`src/rtl/kgp_pkg.sv`:
```
// Shared KGPminiRISC encodings: opcodes, ALU codes, control-field values
// and the packed control bundle passed from decoder to output register.
package kgp_pkg;

  localparam logic [5:0] OP_ADD  = 6'd0;
  localparam logic [5:0] OP_COMP = 6'd1;
  localparam logic [5:0] OP_AND  = 6'd2;
  localparam logic [5:0] OP_XOR  = 6'd3;
  localparam logic [5:0] OP_SHLL = 6'd4;
  localparam logic [5:0] OP_SHRL = 6'd5;
  localparam logic [5:0] OP_SHRA = 6'd6;
  localparam logic [5:0] OP_ADDI = 6'd7;
  localparam logic [5:0] OP_LW   = 6'd8;
  localparam logic [5:0] OP_SW   = 6'd9;
  localparam logic [5:0] OP_B    = 6'd10;
  localparam logic [5:0] OP_BL   = 6'd11;
  localparam logic [5:0] OP_BR   = 6'd12;
  localparam logic [5:0] OP_BLTZ = 6'd13;
  localparam logic [5:0] OP_BZ   = 6'd14;
  localparam logic [5:0] OP_BNZ  = 6'd15;
  localparam logic [5:0] OP_BCY  = 6'd16;
  localparam logic [5:0] OP_BNCY = 6'd17;

  localparam logic [2:0] ALU_ADD  = 3'b000;
  localparam logic [2:0] ALU_COMP = 3'b001;
  localparam logic [2:0] ALU_AND  = 3'b010;
  localparam logic [2:0] ALU_XOR  = 3'b011;
  localparam logic [2:0] ALU_SHLL = 3'b100;
  localparam logic [2:0] ALU_SHRL = 3'b101;
  localparam logic [2:0] ALU_SHRA = 3'b110;

  localparam logic ALU_SRC_REG = 1'b0;
  localparam logic ALU_SRC_IMM = 1'b1;

  localparam logic [1:0] DST_RS   = 2'b00;
  localparam logic [1:0] DST_RT   = 2'b01;
  localparam logic [1:0] DST_LINK = 2'b10;

  localparam logic [1:0] WB_ALU = 2'b00;
  localparam logic [1:0] WB_MEM = 2'b01;
  localparam logic [1:0] WB_PC4 = 2'b10;

  localparam logic [2:0] CJ_NONE  = 3'b000;
  localparam logic [2:0] CJ_LTZ   = 3'b001;
  localparam logic [2:0] CJ_ZERO  = 3'b010;
  localparam logic [2:0] CJ_NZERO = 3'b011;
  localparam logic [2:0] CJ_CARRY = 3'b100;
  localparam logic [2:0] CJ_NCY   = 3'b101;

  localparam logic [1:0] AS_NONE  = 2'b00;
  localparam logic [1:0] AS_LABEL = 2'b01;
  localparam logic [1:0] AS_REG   = 2'b10;

  typedef struct packed {
    logic       reg_write;
    logic [1:0] reg_dst;
    logic       mem_read;
    logic       mem_write;
    logic [1:0] mem_to_reg;
    logic [3:0] alu_op;
    logic [2:0] cond_jump;
    logic       uncond_jump;
    logic [1:0] addr_sel;
  } ctrl_t;

  localparam ctrl_t CTRL_NOP = '0;

endpackage

```
`src/rtl/cntrl_decode.sv`:
```
// Combinational opcode decoder; unknown opcodes decode to an all-zero NOP.
module cntrl_decode
  import kgp_pkg::*;
(
  input  logic [5:0] opcode,
  output ctrl_t      ctrl
);

  always_comb begin
    ctrl = CTRL_NOP;
    case (opcode)
      OP_ADD: begin ctrl.reg_write = 1'b1; ctrl.alu_op = {ALU_SRC_REG, ALU_ADD};  end
      OP_COMP: begin ctrl.reg_write = 1'b1; ctrl.alu_op = {ALU_SRC_REG, ALU_COMP}; end
      OP_AND: begin ctrl.reg_write = 1'b1; ctrl.alu_op = {ALU_SRC_REG, ALU_AND};  end
      OP_XOR: begin ctrl.reg_write = 1'b1; ctrl.alu_op = {ALU_SRC_REG, ALU_XOR};  end
      OP_SHLL: begin ctrl.reg_write = 1'b1; ctrl.alu_op = {ALU_SRC_REG, ALU_SHLL}; end
      OP_SHRL: begin ctrl.reg_write = 1'b1; ctrl.alu_op = {ALU_SRC_REG, ALU_SHRL}; end
      OP_SHRA: begin ctrl.reg_write = 1'b1; ctrl.alu_op = {ALU_SRC_REG, ALU_SHRA}; end
      OP_ADDI: begin ctrl.reg_write = 1'b1; ctrl.alu_op = {ALU_SRC_IMM, ALU_ADD};  end
      OP_LW: begin
        ctrl.reg_write  = 1'b1;
        ctrl.reg_dst    = DST_RT;
        ctrl.mem_read   = 1'b1;
        ctrl.mem_to_reg = WB_MEM;
        ctrl.alu_op     = {ALU_SRC_IMM, ALU_ADD};
      end
      OP_SW: begin ctrl.mem_write = 1'b1; ctrl.alu_op = {ALU_SRC_IMM, ALU_ADD}; end
      OP_B: begin ctrl.uncond_jump = 1'b1; ctrl.addr_sel = AS_LABEL; end
      OP_BL: begin
        ctrl.reg_write   = 1'b1;
        ctrl.reg_dst     = DST_LINK;
        ctrl.mem_to_reg  = WB_PC4;
        ctrl.uncond_jump = 1'b1;
        ctrl.addr_sel    = AS_LABEL;
      end
      OP_BR: begin ctrl.uncond_jump = 1'b1; ctrl.addr_sel = AS_REG; end
      OP_BLTZ: begin ctrl.cond_jump = CJ_LTZ;   ctrl.addr_sel = AS_LABEL; end
      OP_BZ: begin ctrl.cond_jump = CJ_ZERO;  ctrl.addr_sel = AS_LABEL; end
      OP_BNZ: begin ctrl.cond_jump = CJ_NZERO; ctrl.addr_sel = AS_LABEL; end
      OP_BCY: begin ctrl.cond_jump = CJ_CARRY; ctrl.addr_sel = AS_LABEL; end
      OP_BNCY: begin ctrl.cond_jump = CJ_NCY;   ctrl.addr_sel = AS_LABEL; end
      default: ctrl = CTRL_NOP;
    endcase
  end

endmodule

```
`src/rtl/cntrl_unit.sv`:
```
// KGPminiRISC main control unit: decoded strobes registered one clock after
// the opcode, cleared to NOP by synchronous reset.
module cntrl_unit
  import kgp_pkg::*;
(
  input  logic       clk,
  input  logic       rst,
  input  logic [5:0] opcode,
  output logic       RegWrite,
  output logic [1:0] RegDst,
  output logic       MemRead,
  output logic       MemWrite,
  output logic [1:0] MemToReg,
  output logic [3:0] ALUop,
  output logic [2:0] CondJump,
  output logic       UncondJump,
  output logic [1:0] AddrSel
);

  ctrl_t ctrl_d;
  ctrl_t ctrl_q;

  cntrl_decode u_decode (
    .opcode (opcode),
    .ctrl   (ctrl_d)
  );

  always_ff @(posedge clk) begin
    if (rst) ctrl_q <= CTRL_NOP;
    else     ctrl_q <= ctrl_d;
  end

  assign RegWrite   = ctrl_q.reg_write;
  assign RegDst     = ctrl_q.reg_dst;
  assign MemRead    = ctrl_q.mem_read;
  assign MemWrite   = ctrl_q.mem_write;
  assign MemToReg   = ctrl_q.mem_to_reg;
  assign ALUop      = ctrl_q.alu_op;
  assign CondJump   = ctrl_q.cond_jump;
  assign UncondJump = ctrl_q.uncond_jump;
  assign AddrSel    = ctrl_q.addr_sel;

endmodule

```
`config.mk`:
```
export PLATFORM = sky130hd
export DESIGN_NAME = cntrl_unit
export DESIGN_NICKNAME = d
export VERILOG_FILES = /design/src/rtl/kgp_pkg.sv /design/src/rtl/cntrl_decode.sv /design/src/rtl/cntrl_unit.sv
export SDC_FILE = /design/constraint.sdc
export NUM_CORES = 1
export LEC_CHECK = 0
export BUFFER_PORTS_ARGS = -buffer_cell sky130_fd_sc_hd__buf_4
export CORE_AREA = 2 2 43 45
export CTS_CLUSTER_SIZE = 24
export DETAILED_ROUTE_END_ITERATION = 8
export DIE_AREA = 0 0 45 47
export PLACE_DENSITY_LB_ADDON = 0.08
export SLEW_MARGIN = 20
export SYNTH_ARGS = -nofsm -noshare
export SYNTH_HDL_FRONTEND = slang
export SYNTH_SLANG_ARGS = --single-unit
```
`constraint.sdc`:
```
create_clock -name clk -period 1 [get_ports clk]
set_input_delay 0.05 -clock clk [delete_from_list [all_inputs] [get_ports clk]]
set_output_delay 0.05 -clock clk [all_outputs]
set_load 0.005 [all_outputs]
```
* Word-level counts from Yosys, hierarchy flattened *
Index checks and enable logic that the tools add are counted.

storage, ports and cells
  register bits after elaboration = 15
  bits in latches = 0
  RAM bits = 0
  bits in read-only memories = 0
  bits of input ports = 8
  output and inout bits = 17
  logic and storage cells = 38
  memories kept = 0

cells by class
  add/subtract/negate cells = 0
  multipliers = 0
  div/mod/pow operators = 0
  order comparisons = 0
  equal/unequal tests = 17
  shift-type cells = 0
  mux-type cells = 8
  bitwise logic cells = 0
  reduce and logical (&&, ||, !) cells = 5

operator list
  cell                  count
  $eq A6 B4 Y1 const B  8
  $pmux W4 S7           1
  $eq A6 B3 Y1 const B  4
  $pmux W3 S5           1
  $eq A6 B2 Y1 const B  2
  $eq A6 B5 Y1 const B  2
  $reduce_or A10 Y1     1
  $pmux W2 S2           2
  $reduce_or A7 Y1      1
  $eq A6 B1 Y1 const B  1
  $logic_not A6 Y1      1
  $reduce_or A3 Y1      2
  $mux W1               4

* Longest topological paths before layout *
Gate-level depths: netlist (run 1).

  word-level depth = 3
  depth in mapped cells = 3
  depth with buffers taken out = 2

* Cells and area by module *
From an unflattened synthesis (run 1), not the netlist that was laid out.

second synthesis, totals
  cells, all modules = 77
  area total of the unflattened synthesis = 753.2 um^2

by module, submodules not included
  module        times used  cells an instance  area each (um^2)  seq. area each (um^2)
  cntrl_unit    1           35                 475.5             340.3
  cntrl_decode  1           42                 277.8             0.0

* Least setup slack after synthesis (run 1) *
OpenSTA, ideal clock, no wires.

  path kind = input -> register
  start point = in opcode[4]
  end point = reg ctrl_q (netlist bit AddrSel[1])
  setup time = 87 ps
  arrival = 944 ps
  data required time = 913 ps
  setup slack = -31 ps
  stages on the path = 3
  buffers on the path = 1
  path through = or4b_1 > buf_6 > nor4b_4

between the ends
  cells in the longest elaborated chain, start to end = 3
  elaborated cells between the ends (all ways) = 10
  those cells by class = eq/ne (8); mux (1); reduce/logical (1)

ends and longest elaborated chain
  element                                       RTL line            text
  start, declared                               cntrl_unit.sv:8     input logic [5:0] opcode,
  $eq A6 B4 Y1 or $eq A6 B5 Y1 (tied branches)  cntrl_decode.sv:11  case (opcode)
  $reduce_or A7 Y1 (no line)                    -
  $pmux W2 S2 (*)                               cntrl_decode.sv:11
  end signal, assigned                          cntrl_unit.sv:30    else ctrl_q <= ctrl_d;
  end, declared                                 cntrl_unit.sv:21    ctrl_t ctrl_q;

Mark *: on every way between the ends. The rest lies on a longest branch, timed or not.
A chain may end at the register's enable or synchronous reset.

* Worst setup path after layout (run 1) *
  start point = in opcode[4]
  end point = reg ctrl_q (netlist bit ALUop[3])

between the ends
  cells in the longest elaborated chain, start to end = 3
  elaborated cells between the ends (all ways) = 11
  those cells by class = eq/ne (9); mux (1); reduce/logical (1)

ends and longest elaborated chain
  element                                       RTL line
  $eq A6 B4 Y1 or $eq A6 B3 Y1 (tied branches)  cntrl_decode.sv:11
  $reduce_or A3 Y1 (no line)                    -
  $pmux W4 S7 (*)                               cntrl_decode.sv:11

Marks and branches as above.

==> summary.md, run 1 <==
| Metric | Value |
|---|---|
| Status | finished, final reports clean |
| TritonRoute pass-1 iters | 4 |
| Post-layout net count | 88 |
| Crit-path max FO | 4 |
| Fill cells | 159 |
| I/O pin cnt | 25 |
| Post-synthesis cell count | 50 |
| CTS Sinks | 14 |
| Ys flop type | dfxtp_1 |
| Met2 wire length | around 490 µm |
| Post-DR wirelength/cell | 11.4 µm |
| Register area | around 280 µm² |
| Antenna violations before repair | 0 |
| Post-synth top area share | 0.505 |
| CTS clk-pin slew, worst paths | 0.08 ns |
| Mean post-synth cell area | 11.1 µm² |
| Most common cell after layout, fill and taps aside | buf_4 |
| H-tree depth | 1 |
| Die X | 45 µm |
| Peak VDD IR | around 0.59 mV |
| Worst EP arrival | 1.07 ns |
| CTS tree | yes |
| Die ar. | 2120 µm² |
| Area occupied by multi-input gates | 233 µm² |
| Number of global-route vias before repair | 396 |
| Clock power share | 0.358 |
| Internal | 0.855 mW |
| Total congestion overflow | 0 |
| Max stage delay cell, worst path | dlygate4sd3_1 |
| Max Slew Vio Count | 0 |
| Global-route wire length before repair | between 1500 and 2000 µm |
| Layout cells sized above 1 | 0.532 |
| Metal-1 WL | 520 µm |
| DRT iter0 DRCs | 10 |
| # Max-Cap Violations | 0 |
| Sw Share | 0.213 |
| Die Y | 47 µm |
| Num rows | 15 |
| Combinational share of power | 0.120 |
| WP data required | 1.17 ns |
| WP buf/inv | 2 |
| # port buffers | 24 |
| Number of enable-type register cells in the synthesized netlist | 0 |
| Placed Cells incl. Taps | 91 |
| Finish-stage setup viols | 0 |
| Min cycle time layout | about 0.90 ns |
| Routed WL | 1090 µm |
| Final Hold Fails | 0 |
| Drt drc | 0 |
| FFs w/ async S/R, synth | 0 |
| CTS Root Cell | clkbuf_4 |
| Core Box Area | 1650 µm² |
| Ant diodes | 0 |
| Slew @ Worst Pin | 0.281 ns |
| Sequential share of power | 0.522 |
| Via-per-instance ratio | 4.76 |
| CP peak stage delay | 0.56 ns |
| Final cycle utilization of the critical path | 0.900 |
| CP endpoint kind | flop |
| Syn nets | 58 |
| Pwr per Cell Area | 1330 nW/µm² |
| Pin count of the biggest net entering global routing | 14 |
| Setup Crit Path Kind | in2reg |
| Slew HR | 0.812 |
| Post-route insts no fill | between 90 and 100 |
| Setup Buffers After CTS | 0 |
| Hpwl dp | 786 µm |
| Overall power | 1.09 mW |
| Most frequent cells in the layout | buf_4, dfxtp_1, nand2_1, and3_1, clkbuf_4 |
| Placer congestion estimate | 0.732 |
| Area growth, synth to finish | 47.1% |
| Pleak | 0.375 nW |
| CP top delay family | buffers and inverters |
| Yosys cell types | 25 |
| WL met3 | 74 µm |
| Register area share after synthesis | 0.505 |
| TritonCTS buffer count | 3 |
| Total track usage | 0.118 |
| Ranking of synthesized cells by area | dfxtp_1, nor4_2, nor4b_4, buf_4, or4b_1 |
| Yosys warns | 0 |
| ANT nets after route | 0 |
| Post-Syn Area | around 560 µm² |
| FMAX | 1.11 GHz |
| Unrepaired setup endpoints after global routing | false |
| Sw Pwr | 0.232 mW |
| Initial core utilization | 0.336 |
| Max clock buf depth | 2 |
| Area leader, netlist | dfxtp_1 |
| Vias | 457 |
| Worst hold path class | in2reg |
| Worst-path cell chain | buf_4 -> dlygate4sd3_1 -> a2111oi_1 |
| Setup TNS | 0 ns |
| CP startpoint kind | input port |
| DR top layer | met4 |
| Synth Register Bits | 14 |
-- sequential cells by signal (all words and copies together), names as in the netlist --
register	flops
CondJump	3
MemToReg	2
MemWrite	1
AddrSel	2
RegWrite	1
ALUop	4
UncondJump	1
-- cell usage after synthesis, types with 2 or more instances --
cell     instances
dfxtp_1         14
and3_1           3
buf_4            3
nand2_1          3
a21oi_1          2
buf_2            2
nor3_1           2
nor4_1           2
nor4_2           2
or4b_1           2
-- cell type report --
class,instances,share of cell area
multi-input cells,28,0.285
inverters,1,0.00459
flip-flops and latches,14,0.343
repair buffers,32,0.297
well taps,17,0.0260
clock buffers,4,0.0444
-- power by group through the flow --
stage               Sequential, mW  Combinational, mW  Clock [mW]
floorplan                    0.582             0.0562           0
global placement             0.580              0.126           0
detailed placement           0.581              0.127           0
CTS                          0.567              0.130       0.402
global route                 0.568              0.143       0.443
finish                       0.567              0.131       0.389
-- routing by layer --
layer	vias up	track usage
li1	237	-
met1	201	0.162
met2	17	0.163
met3	2	0.0346
met4	0	0.0706
met5	-	0
-- kinds of logic after synthesis --
| kind of cell | after synthesis | synth area share |
|---|---|---|
| buf+inv | 8 | 0.0923 |
| compound gates | 6 | 0.0901 |
| simple gates | 21 | 0.297 |
| flops | 14 | 0.505 |
| xor+xnor | 1 | 0.0158 |
-- per-stage QoR --
stage | cell area (µm²) | hold slack (ns) | worst slack [ns] | utilization
after floorplan | 563 | 0.119 | 0.0254 | -
after global placement | 769 | 0.267 | -0.101 | 0.466
after detailed placement | 769 | 0.263 | -0.142 | 0.466
after CTS | 816 | 0.0283 | 0.0998 | 0.494
after global routing | 817 | 0.0180 | 0.0177 | 0.495
final | 817 | 0.0336 | 0.100 | 0.495
-- final timing paths --
path      start         end  slack, ns  cells after the start
max   opcode[4]    ALUop[3]       0.10                      3
min   opcode[0]  AddrSel[1]       0.03                      2
-- timing repair --
item,CTS,global route
resized for setup,0,1
setup endpoints to repair,0,1
hold endpoints to repair,1,0
hold buffers,1,0
Note: power is estimated with default switching activity, not from simulation.
==> run 2, diff against run 1 <==
--- a/config.mk
+++ b/config.mk
@@ -8,6 +8,6 @@
 export BUFFER_PORTS_ARGS = -buffer_cell sky130_fd_sc_hd__buf_4
-export CORE_AREA = 2 2 43 45
+export CORE_AREA = 2 2 41 43
 export CTS_CLUSTER_SIZE = 24
 export DETAILED_ROUTE_END_ITERATION = 8
-export DIE_AREA = 0 0 45 47
+export DIE_AREA = 0 0 43 45
 export PLACE_DENSITY_LB_ADDON = 0.08
==> constraint.sdc (replaced) <==
create_clock -name clk -period 1 [get_ports clk]
set_input_delay 0.25 -clock clk [delete_from_list [all_inputs] [get_ports clk]]
set_output_delay 0.25 -clock clk [all_outputs]
set_load 0.005 [all_outputs]
==> run 2 against run 1 <==
  * Total power up 1.3%
  * Setup slack worse by 0.10 ns
  * Sequential power about the same
  * Cell area increased by 6.0%
  * Core utilization up 9.4 points
  * The flow now finishes with violations (setup timing)
  * Largest cell class unchanged
  * Die area shrank 8.5%
==> summary.md, run 2 (same netlist as run 1, synthesis figures left out) <==
| Metric | Value |
|---|---|
| Status | finished, violations left |
| Failing checks | setup timing |
| Via-per-instance ratio | 4.91 (+3.1%) |
| WHS | 0.262 ns (+0.229 ns) |
| Initial core utilization | 0.378 (+0.0412) |
| Setup ws final | -0.00193 ns (-0.102 ns) |
| Slew HR | 0.778 (-0.0336) |
| Overall power | 1.10 mW (+1.3%) |
| Worst hold path class | in2reg |
| Setup Crit Path Kind | in2reg |
| Max stage delay cell, worst path | or4b_4 |
| Placer congestion estimate | 0.686 (-6.3%) |
| Pin count of the biggest net entering global routing | 14 (unchanged) |
| DRT iter0 DRCs | 4 (-6) |
| Vias | 471 (+3.1%) |
| # Max-Cap Violations | 0 (unchanged) |
| Slew @ Worst Pin | 0.332 ns (+0.0504 ns) |
| Post-place setup slack | -0.327 ns (-0.185 ns) |
| Pleak | 0.389 nW (+3.8%) |
| Total congestion overflow | 0 (unchanged) |
| Peak VDD IR | 0.570 mV (-3.1%) |
| WP buf/inv | 1 (-1) |
| Crit. path cell count | 3 (unchanged) |
| Pwr per Cell Area | 1270 nW/µm² (-4.4%) |
| Die Y | 45 µm (-4.3%) |
| CP startpoint kind | input port |
| Post-DR wirelength/cell | 11.0 µm (-3.6%) |
| WP data required | 1.18 ns (about the same) |
| Layout cells sized above 1 | 0.613 (+0.0809) |
| Antenna violations before repair | 0 (unchanged) |
| ANT nets after route | 0 (unchanged) |
| Max Slew Vio Count | 0 (unchanged) |
| Num rows | 14 (-1) |
| Setup TNS | -0.00228 ns (-0.00228 ns) |
| Post-layout net count | 89 (+1.1%) |
| Ant diodes | 0 (unchanged) |
| Die X | 43 µm (-4.4%) |
| # port buffers | 24 (unchanged) |
| TritonRoute pass-1 iters | 2 (-2) |
| CP startpoint | opcode[2] |
| Unrepaired setup endpoints after global routing | true |
| Drt drc | 0 (unchanged) |
| Min cycle time layout | 1.00 ns (+0.102 ns) |
| Global-route wire length before repair | 1810 µm (+2.7%) |
| CTS Sinks | 14 (unchanged) |
| Core Box Area | 1470 µm² (-11%) |
| Max clock buf depth | 2 (unchanged) |
| Setup Buffers After CTS | 0 (unchanged) |
| CP peak stage delay | 0.56 ns (about the same) |
| Final Hold Fails | 0 (unchanged) |
| Finish-stage setup viols | 2 (+2) |
| CP endpoint kind | flop |
| Crit-path max FO | 3 (-1) |
| Worst Setup EP | CondJump[0] |
| CTS tree | yes |
| Number of global-route vias before repair | 421 (+6.3%) |
| Most frequent cells in the layout | buf_4, dfxtp_1, buf_6 |
| Area growth, synth to finish | 55.9% |
| Final core utilization | 0.588 (+0.0937) |
| I/O pin cnt | 25 (unchanged) |
| Worst EP arrival | 1.18 ns (+0.11 ns) |
| Max FFs per register | 4 (unchanged) |
| CTS Root Cell | clkbuf_4 |
| Worst-path cell chain | buf_6 -> or4b_4 -> a2111oi_4 |
| TritonCTS buffer count | 3 (unchanged) |
| Final cycle utilization of the critical path | 1.00 (+0.102) |
| FMAX | 0.998 GHz (-10%) |
| Most common cell after layout, fill and taps aside | buf_4 |
| Die ar. | 1940 µm² (-8.5%) |
| Total track usage | 0.126 (+0.00776) |
| H-tree depth | 1 (unchanged) |
| Hpwl dp | 845 µm (+7.5%) |
| CP top delay family | simple AND/OR/NAND/NOR gates |
| Routed WL | 1050 µm (-3.6%) |
| CTS clk-pin slew, worst paths | 0.09 ns (about the same) |
-- run 2: how the worst min path moves through the flow --
stage,start,to,slack [ns],cells after the start
3_3_place_gp,rst,CondJump[0],0.56,3
6_report,opcode[2],ALUop[3],0.26,3
5_1_grt,opcode[2],ALUop[3],0.24,3
4_1_cts,rst,CondJump[0],0.27,3
2_1_floorplan,rst,CondJump[0],0.32,1
3_5_place_dp,rst,CondJump[0],0.56,3
-- run 2: cell type report --
class                      instances  area (µm²)
timing repair buffer              33         274
multi-input combinational         28         245
clock buffer                       4        36.3
fill                             142         606
tap                               16        20.0
inverter                           1        3.75
sequential                        14         287
-- run 2: report_power, final --
group          internal, mW  switching, mW
clock network         0.221          0.172
registers             0.565        0.00263
logic                0.0765         0.0634
-- run 2: repair_timing --
action                                 in CTS  in global routing
resized for setup                           4                 10
pin swaps                                   1                  0
setup endpoints to repair                   4                  9
endpoints found under the hold margin       0                  0
hold buffers                                0                  0
gates cloned                                0                  0
-- run 2: layer usage --
metal	global-route usage	wire, µm	share of wire
met5	0	0	0
met4	0.0545	0	0
met1	0.151	439	0.42
met2	0.209	530	0.50
met3	0.0400	82	0.078
-- run 2: through the flow --
step           cell area, µm²  instances
3_3_place_gp              783         92
5_1_grt                   866         96
6_report                  866         96
2_1_floorplan             563         50
4_1_cts                   841         96
3_5_place_dp              783         92
